**config.mk**
```make
export PLATFORM = sky130hd
export DESIGN_NAME = dequant
export DESIGN_NICKNAME = d
export VERILOG_FILES = /design/src/rtl/jdec_pkg.sv /design/src/rtl/dequant_tables.sv /design/src/rtl/dequant.sv
export SDC_FILE = /design/constraint.sdc
export NUM_CORES = 2
export LEC_CHECK = 0
export CAP_MARGIN = 10
export CORE_MARGIN = 1
export CORE_UTILIZATION = 47
export CTS_BUF_LIST = sky130_fd_sc_hd__clkbuf_8
export CTS_CLUSTER_DIAMETER = 100
export DETAILED_ROUTE_END_ITERATION = 16
export GPL_TIMING_DRIVEN = 0
export PLACE_DENSITY = 0.65
export SLEW_MARGIN = 20
export SYNTH_ARGS = -nofsm -noshare
export SYNTH_HDL_FRONTEND = slang
export SYNTH_HIERARCHICAL = 1
export SYNTH_SLANG_ARGS = --single-unit
```
**constraint.sdc**
```tcl
create_clock -name clk -period 5.05 [get_ports clk]
set_input_delay 1.515 -clock clk [delete_from_list [all_inputs] [get_ports clk]]
set_output_delay 1.515 -clock clk [all_outputs]
set_load 0.05 [all_outputs]
```
**src/rtl/jdec_pkg.sv**
```systemverilog
// Shared constants and types for the JPEG decode-side inverse quantizer.
package jdec_pkg;

    localparam int unsigned QW_DEF          = 11;
    localparam int unsigned DW_DEF          = 15;
    localparam int unsigned M_BITS_DEF      = 13;
    localparam int unsigned BLOCKS_PER_MCU  = 6;
    localparam int unsigned PAIRS_PER_BLOCK = 32;

    typedef enum logic [1:0] {
        Y  = 2'd0,
        CB = 2'd1,
        CR = 2'd2
    } chroma_t;

    // 4:2:0 MCU layout: four Y blocks, then Cb, then Cr.
    function automatic chroma_t blk_to_chroma(input logic [2:0] blk);
        chroma_t c;
        if (blk == 3'd4) begin
            c = CB;
        end else if (blk == 3'd5) begin
            c = CR;
        end else begin
            c = Y;
        end
        return c;
    endfunction

endpackage

```
**src/rtl/dequant_tables.sv**
```systemverilog
// Dequant factor store: even/odd zigzag banks, one write port, both banks read together.
module dequant_tables
    import jdec_pkg::*;
#(
    parameter int unsigned M_BITS = M_BITS_DEF
) (
    input  logic              clk,
    input  logic              i_we,
    input  logic [6:0]        i_wa,
    input  logic [M_BITS-1:0] i_wd,
    input  logic              i_re,
    input  logic [5:0]        i_ra,
    output logic [M_BITS-1:0] o_rd_even,
    output logic [M_BITS-1:0] o_rd_odd
);

    logic [M_BITS-1:0] r_mem_even [64];
    logic [M_BITS-1:0] r_mem_odd  [64];
    logic [5:0]        w_waddr;

    assign w_waddr = {i_wa[6], i_wa[5:1]};

    // Read and write share the edge, so a colliding read returns the old word.
    always_ff @(posedge clk) begin
        if (i_we && !i_wa[0]) begin
            r_mem_even[w_waddr] <= i_wd;
        end
        if (i_we && i_wa[0]) begin
            r_mem_odd[w_waddr] <= i_wd;
        end
        if (i_re) begin
            o_rd_even <= r_mem_even[i_ra];
            o_rd_odd  <= r_mem_odd[i_ra];
        end
    end

endmodule

```
**src/rtl/dequant.sv**
```systemverilog
// JPEG inverse quantizer: 3-stage pair pipeline with 4:2:0 MCU tracking.
// Define DEQUANT_SAT_EN to clamp outputs and expose a sticky sat_flag.
module dequant
    import jdec_pkg::*;
#(
    parameter int unsigned QW            = QW_DEF,
    parameter int unsigned DW            = DW_DEF,
    parameter int unsigned M_BITS        = M_BITS_DEF,
    parameter int unsigned F_SHIFT       = 0,
    parameter int unsigned SENSOR_X_SIZE = 1280,
    parameter int unsigned SENSOR_Y_SIZE = 720
) (
    input  logic                              clk,
    input  logic                              reset,
`ifdef DEQUANT_SAT_EN
    output logic                              sat_flag,
`endif
    input  logic [1:0][QW-1:0]                q,
    input  logic                              q_valid,
    output logic                              q_hold,
    input  logic [4:0]                        q_cnt,
    output logic [1:0][DW-1:0]                d,
    output logic                              d_valid,
    input  logic                              d_hold,
    output logic [4:0]                        d_cnt,
    output logic [1:0]                        d_chroma,
    output logic                              d_last_mcu,
    input  logic [$clog2(SENSOR_X_SIZE)-1:0]  x_size_m1,
    input  logic [$clog2(SENSOR_Y_SIZE)-1:0]  y_size_m1,
    input  logic                              tbl_we,
    input  logic [6:0]                        tbl_wa,
    input  logic [M_BITS-1:0]                 tbl_wd
);

    localparam int unsigned XW  = $clog2(SENSOR_X_SIZE);
    localparam int unsigned YW  = $clog2(SENSOR_Y_SIZE);
    localparam int unsigned XMW = XW - 4;
    localparam int unsigned YMW = YW - 4;
    localparam int unsigned PW  = QW + M_BITS + 1;
    localparam int unsigned SW  = PW + 1;

    logic           w_en;
    logic           w_xfer;
    logic           w_blk_end;
    logic           w_mcu_end;
    logic           w_last;
    logic [XMW-1:0] w_x_max;
    logic [YMW-1:0] w_y_max;

    logic [2:0]     r_blk;
    logic [XMW-1:0] r_x_mcu;
    logic [YMW-1:0] r_y_mcu;

    logic                 r0_valid;
    logic [1:0][QW-1:0]   r0_q;
    logic [4:0]           r0_cnt;
    chroma_t              r0_chroma;
    logic                 r0_last;

    logic                 r1_valid;
    logic signed [PW-1:0] r1_prod [2];
    logic [4:0]           r1_cnt;
    chroma_t              r1_chroma;
    logic                 r1_last;

    logic [M_BITS-1:0]    w_fac  [2];
    logic signed [PW-1:0] w_prod [2];
    logic [DW-1:0]        w_d    [2];

    assign w_en      = ~d_hold;
    assign q_hold    = d_hold;
    assign w_xfer    = q_valid & w_en;
    assign w_blk_end = w_xfer && (q_cnt == 5'(PAIRS_PER_BLOCK - 1));
    assign w_mcu_end = w_blk_end && (r_blk == 3'(BLOCKS_PER_MCU - 1));
    assign w_x_max   = XMW'(x_size_m1 >> 4);
    assign w_y_max   = YMW'(y_size_m1 >> 4);
    assign w_last    = (r_blk == 3'(BLOCKS_PER_MCU - 1)) && (r_x_mcu == w_x_max)
                       && (r_y_mcu == w_y_max);

    // Block and MCU position; x runs fastest, both wrap to 0 after the final MCU.
    always_ff @(posedge clk) begin
        if (reset) begin
            r_blk   <= 3'd0;
            r_x_mcu <= '0;
            r_y_mcu <= '0;
        end else begin
            if (w_blk_end) begin
                r_blk <= (r_blk == 3'(BLOCKS_PER_MCU - 1)) ? 3'd0 : r_blk + 3'd1;
            end
            if (w_mcu_end) begin
                if (r_x_mcu == w_x_max) begin
                    r_x_mcu <= '0;
                    r_y_mcu <= (r_y_mcu == w_y_max) ? '0 : r_y_mcu + 1'b1;
                end else begin
                    r_x_mcu <= r_x_mcu + 1'b1;
                end
            end
        end
    end

    dequant_tables #(
        .M_BITS(M_BITS)
    ) u_tables (
        .clk      (clk),
        .i_we     (tbl_we),
        .i_wa     (tbl_wa),
        .i_wd     (tbl_wd),
        .i_re     (w_en),
        .i_ra     ({r_blk[2], q_cnt}),
        .o_rd_even(w_fac[0]),
        .o_rd_odd (w_fac[1])
    );

`ifdef DEQUANT_SAT_EN
    localparam logic signed [SW-1:0] SAT_MAX = SW'((2 ** (DW - 1)) - 1);
    localparam logic signed [SW-1:0] SAT_MIN = -SAT_MAX - 1;
    logic w_sat [2];
`endif

    for (genvar i = 0; i < 2; i++) begin : g_lane
        logic signed [SW-1:0] w_ext;
        logic signed [SW-1:0] w_shf;

        // Factor is unsigned: zero-extend before the signed multiply.
        assign w_prod[i] = PW'($signed(r0_q[i])) * PW'($signed({1'b0, w_fac[i]}));
        assign w_ext     = SW'(r1_prod[i]);

        if (F_SHIFT > 0) begin : g_rnd
            logic signed [SW-1:0] w_rnd;
            assign w_rnd = w_ext + (SW'(1) << (F_SHIFT - 1));
            assign w_shf = w_rnd >>> F_SHIFT;
        end else begin : g_nornd
            assign w_shf = w_ext;
        end

`ifdef DEQUANT_SAT_EN
        assign w_sat[i] = (w_shf > SAT_MAX) || (w_shf < SAT_MIN);
        assign w_d[i]   = (w_shf > SAT_MAX) ? DW'(SAT_MAX) :
                          (w_shf < SAT_MIN) ? DW'(SAT_MIN) : DW'(w_shf);
`else
        assign w_d[i]   = DW'(w_shf);
`endif
    end

    // All stages share one enable so a hold freezes the whole pipe in place.
    always_ff @(posedge clk) begin
        if (reset) begin
            r0_valid   <= 1'b0;
            r0_q       <= '0;
            r0_cnt     <= 5'd0;
            r0_chroma  <= Y;
            r0_last    <= 1'b0;
            r1_valid   <= 1'b0;
            r1_prod[0] <= '0;
            r1_prod[1] <= '0;
            r1_cnt     <= 5'd0;
            r1_chroma  <= Y;
            r1_last    <= 1'b0;
            d_valid    <= 1'b0;
            d          <= '0;
            d_cnt      <= 5'd0;
            d_chroma   <= 2'd0;
            d_last_mcu <= 1'b0;
        end else if (w_en) begin
            r0_valid   <= q_valid;
            r0_q       <= q;
            r0_cnt     <= q_cnt;
            r0_chroma  <= blk_to_chroma(r_blk);
            r0_last    <= w_last;
            r1_valid   <= r0_valid;
            r1_prod[0] <= w_prod[0];
            r1_prod[1] <= w_prod[1];
            r1_cnt     <= r0_cnt;
            r1_chroma  <= r0_chroma;
            r1_last    <= r0_last;
            d_valid    <= r1_valid;
            d[0]       <= w_d[0];
            d[1]       <= w_d[1];
            d_cnt      <= r1_cnt;
            d_chroma   <= r1_chroma;
            d_last_mcu <= r1_last;
        end
    end

`ifdef DEQUANT_SAT_EN
    always_ff @(posedge clk) begin
        if (reset) begin
            sat_flag <= 1'b0;
        end else if (w_en && r1_valid && (w_sat[0] || w_sat[1])) begin
            sat_flag <= 1'b1;
        end
    end
`endif

endmodule
```
==> results.sh <==
export IMPL_insertion_delay_ns=1.01
export IMPL_coreArea_sq_um=161000
export IMPL_port_buffers=98
export IMPL_min_delay_path_depth=2
export IMPL_min_path_type="reg2reg"
export IMPL_crit_arrival_ns=5.72
export IMPL_power_frac_comb_pct=10.3
export IMPL_syn_nets=4499
export IMPL_avgSynthCellArea_sq_um=18.1
export IMPL_routed_via_density=5.86
export IMPL_final_core_util_pct=54.0
export IMPL_grt_max_degree=99
export IMPL_grt_pass1_wl_um=289000
export IMPL_crit_path_start_kind="primary input"
export IMPL_wl_um=204000
export IMPL_synthTopCellsByArea="edfxtp_1 68%, mux4_2 9.7%, mux2i_1 3.6%, fa_1 3.5%, dfxtp_1 2.5%"
export IMPL_async_flop_share_pct=0
export IMPL_start_util_pct=47.4
export IMPL_boundaryPins=113
export IMPL_p_leak_nw=29.7
export IMPL_clockBufferDepth=4
export IMPL_tritoncts="built"
export IMPL_dpl_hpwl_um=136000
export IMPL_antenna_left=0
export IMPL_worstSetupPathType="in2reg"
export IMPL_syn_cell_area_sq_um=76300
export IMPL_dieArea_sq_um=164000
export IMPL_synth_seq_cells=1815
export IMPL_end_kind="register"
export IMPL_row_count=147
export IMPL_grt_pass1_vias=41400
export IMPL_r2r_start="u_tables/o_rd_even[6]"
export IMPL_die_height_um=405
export IMPL_holdPathEnd="r0_cnt[4]"
export IMPL_power_density_nw_per_um2=363
export IMPL_hold_viol_final=0
export IMPL_tightest_slew_ns=1.21
export IMPL_finalNonFillerCells=7056
export IMPL_clk_pin_slew_worst_paths_ns=0.06
export IMPL_fin_hold_ws_ns=0.470
export IMPL_numCtsBuffers=305
export IMPL_rr_endpoint="r1_prod[0][14]"
export IMPL_synthFlopType="edfxtp_1"
export IMPL_drt_first_iter_violations=4635
export IMPL_rrSetupSlack_ns=0.18
export IMPL_drv_cap=0
export IMPL_layout_drive_gt1_share_pct=23.8
export IMPL_swShare_pct=24.5
export IMPL_setup_viol=2
export IMPL_skew_ns=0.0688
export IMPL_fin_area_sq_um=86900
export IMPL_hold_start="r0_cnt[4]"
export IMPL_root_buffer="clkbuf_8"
export IMPL_clkPwrFrac_pct=36.6
export IMPL_drt_pass1_iter_count=6
export IMPL_htreeDepth=5
export IMPL_hold_buffers=0
export IMPL_relSlewSlack_pct=19.3
export IMPL_p_int_mw=23.8
export IMPL_period_share_pct=102
export IMPL_dp_cells=6523
export IMPL_cp_max_fo=10
export IMPL_drc_errors=0
export IMPL_fp_dieW_um=405
export IMPL_num_vias=41300
export IMPL_outcome="finished with violations"
export IMPL_slew_violations=0
export IMPL_clock_fmax_mhz=195
export IMPL_routabilityCongestion=0.910
export IMPL_yosys_area_top_type_share_pct=67.7
export IMPL_post_route_min_period_ns=5.14
export IMPL_clock_sinks=1815
export IMPL_worstPathRequired_ns=5.63
export IMPL_yosys_area_top_type="edfxtp_1"
export IMPL_wl_per_cell_um=28.9
export IMPL_synth_edf_count=1720
export IMPL_gr_total_overflow=0
export IMPL_post_route_worst_setup_slack_ns=-0.0850
export IMPL_ir_drop_mv=0.273
export IMPL_p_seq_share_pct=53.1
export IMPL_place_area_sq_um=81200
export IMPL_violations="setup timing"
export IMPL_ys_types=63
export IMPL_p_switching_mw=7.71
export IMPL_area_growth_pct=13.9
export IMPL_yosys_warnings=6
export IMPL_r2r_cells=16
export IMPL_track_usage_pct=24.9
export IMPL_seq_area_frac_synth_pct=70.2
export IMPL_antenna_found_initial=12
export IMPL_synthCells=4210
export IMPL_finalNetCount=4983
[power by group through the flow]
| stage | clock network (mW) | registers (mW) | logic [mW] |
|---|---|---|---|
| detailed placement | 0 | 17.0 | 3.13 |
| global placement | 0 | 17.1 | 3.04 |
| global route | 12.4 | 16.7 | 3.52 |
| floorplan | 0 | 17.1 | 1.87 |
| finish | 11.5 | 16.7 | 3.24 |
| CTS | 11.8 | 16.7 | 3.15 |
[logic make-up after synthesis]
family / Yosys count / synth area share (%)
flip-flops: 1815 / 70.2
multiplexers: 674 / 14.4
AND/OR/NAND/NOR: 672 / 4.06
buffers and inverters: 437 / 2.64
AO/OA/AOI/OAI: 330 / 3.12
adder cells (fa/ha/maj): 216 / 4.86
XOR/XNOR: 66 / 0.758
[how the worst max path moves through the flow]
stage | start | to | cells past startpoint
finish | q_cnt[2] | u_tables/o_rd_odd[0] | 9
floorplan | r0_q[4] | r1_prod[0][14] | 18
detailed placement | q_cnt[2] | u_tables/o_rd_even[8] | 9
CTS | r0_q[16] | r1_prod[0][39] | 16
global placement | tbl_wd[2] | u_tables/r_mem_even[30][2] | 1
global route | u_tables/o_rd_even[1] | r1_prod[0][14] | 16
[cell usage in the layout (no fill, tap or decap), drive strengths merged, types with 19 or more instances in the layout]
master	instances
buf	235
edfxtp	1720
a22o	38
mux2i	274
a211oi	24
mux2	70
clkdlybuf4s50	85
and2	105
xor2	20
o21ai	31
xnor2	46
mux4	330
a21oi	37
a22oi	33
clkinv	74
a21o	19
nor2	275
clkbuf	397
o22ai	72
nand2	182
dfxtp	95
fa	134
ha	82
inv	320
[state kept, by name, indices dropped and copies added (netlist names)]
signal / count
d_chroma: 2
r1_cnt: 5
r_y_mcu: 6
u_tables/r_mem_odd: 832
r0_last: 1
r1_valid: 1
r0_cnt: 5
r1_chroma: 2
d_valid: 1
u_tables/r_mem_even: 832
r0_valid: 1
d_cnt: 5
r1_last: 1
r_blk: 3
d: 30
r1_prod: 30
d_last_mcu: 1
r_x_mcu: 7
r0_q: 22
u_tables/o_rd_odd: 13
r0_chroma: 2
u_tables/o_rd_even: 13
[layout make-up]
cell class | count | area (sq um)
Fill cell | 12700 | 74100
Sequential cell | 1815 | 53600
Multi-Input combinational cell | 1958 | 21200
Clock buffer | 314 | 4320
Tap cell | 2160 | 2700
Timing Repair Buffer | 193 | 2210
Buffer | 210 | 1240
Clock inverter | 190 | 861
Inverter | 211 | 792
Antenna cell | 5 | 12.5
[stage by stage]
step / TNS (ns) / setup slack [ns] / power, mW
CTS: 0 / 0.000826 / 31.7
finish: -0.121 / -0.0850 / 31.5
global route: -0.0163 / -0.0163 / 32.6
global placement: -2481.43 / -1.90 / 20.2
floorplan: 0 / 0.317 / 18.9
detailed placement: -12.94 / -0.754 / 20.2
[repair_timing]
item                                    4_1_cts  5_1_grt
cloned                                        0        0
setup buffers                                15       25
gates resized for setup                      33       42
endpoints found under the setup margin        9        7
pin swaps                                     0       18
[worst max-delay path, stage by stage]
cell and delay, ns:
clkdlybuf4s50_1 0.63, buf_4 0.35, buf_2 0.45, nor2_1 0.30, clkbuf_1 0.34, a22o_1 0.27
o21ai_0 0.54, nand2_1 0.29, a211oi_1 0.98
[per-layer routing]
layer / up-vias / track usage (%) / routed length [um]
met5: - / 0 / 34
met4: 4 / 11.2 / 9480
met3: 438 / 5.94 / 18500
met2: 2057 / 39.5 / 96400
met1: 21500 / 32.7 / 79300
li1: 17300 / - / -
[cells in the mapped netlist (all sizes together) (3+ instances only)]
| library cell | number |
|---|---|
| nor2b | 14 |
| nand2b | 14 |
| buf | 125 |
| dfxtp | 95 |
| or3b | 6 |
| clkbuf | 101 |
| nand3 | 16 |
| a22oi | 33 |
| or3 | 7 |
| xnor2 | 46 |
| mux2i | 274 |
| a311oi | 16 |
| a22o | 38 |
| nor2 | 275 |
| nand3b | 10 |
| o22ai | 72 |
| a21o | 19 |
| and2 | 105 |
| a21oi | 37 |
| or2 | 3 |
| nand2 | 182 |
| nor4 | 8 |
| and3 | 6 |
| a31oi | 3 |
| ha | 82 |
| edfxtp | 1720 |
| o221ai | 7 |
| a31o | 7 |
| o211ai | 16 |
| mux4 | 330 |
| fa | 134 |
| nor3 | 14 |
| xor2 | 20 |
| nand4 | 6 |
| o22a | 14 |
| inv | 211 |
| a211oi | 24 |
| o21ai | 31 |
| mux2 | 70 |
| o21a | 5 |
Power figures use the tool's default switching activity.
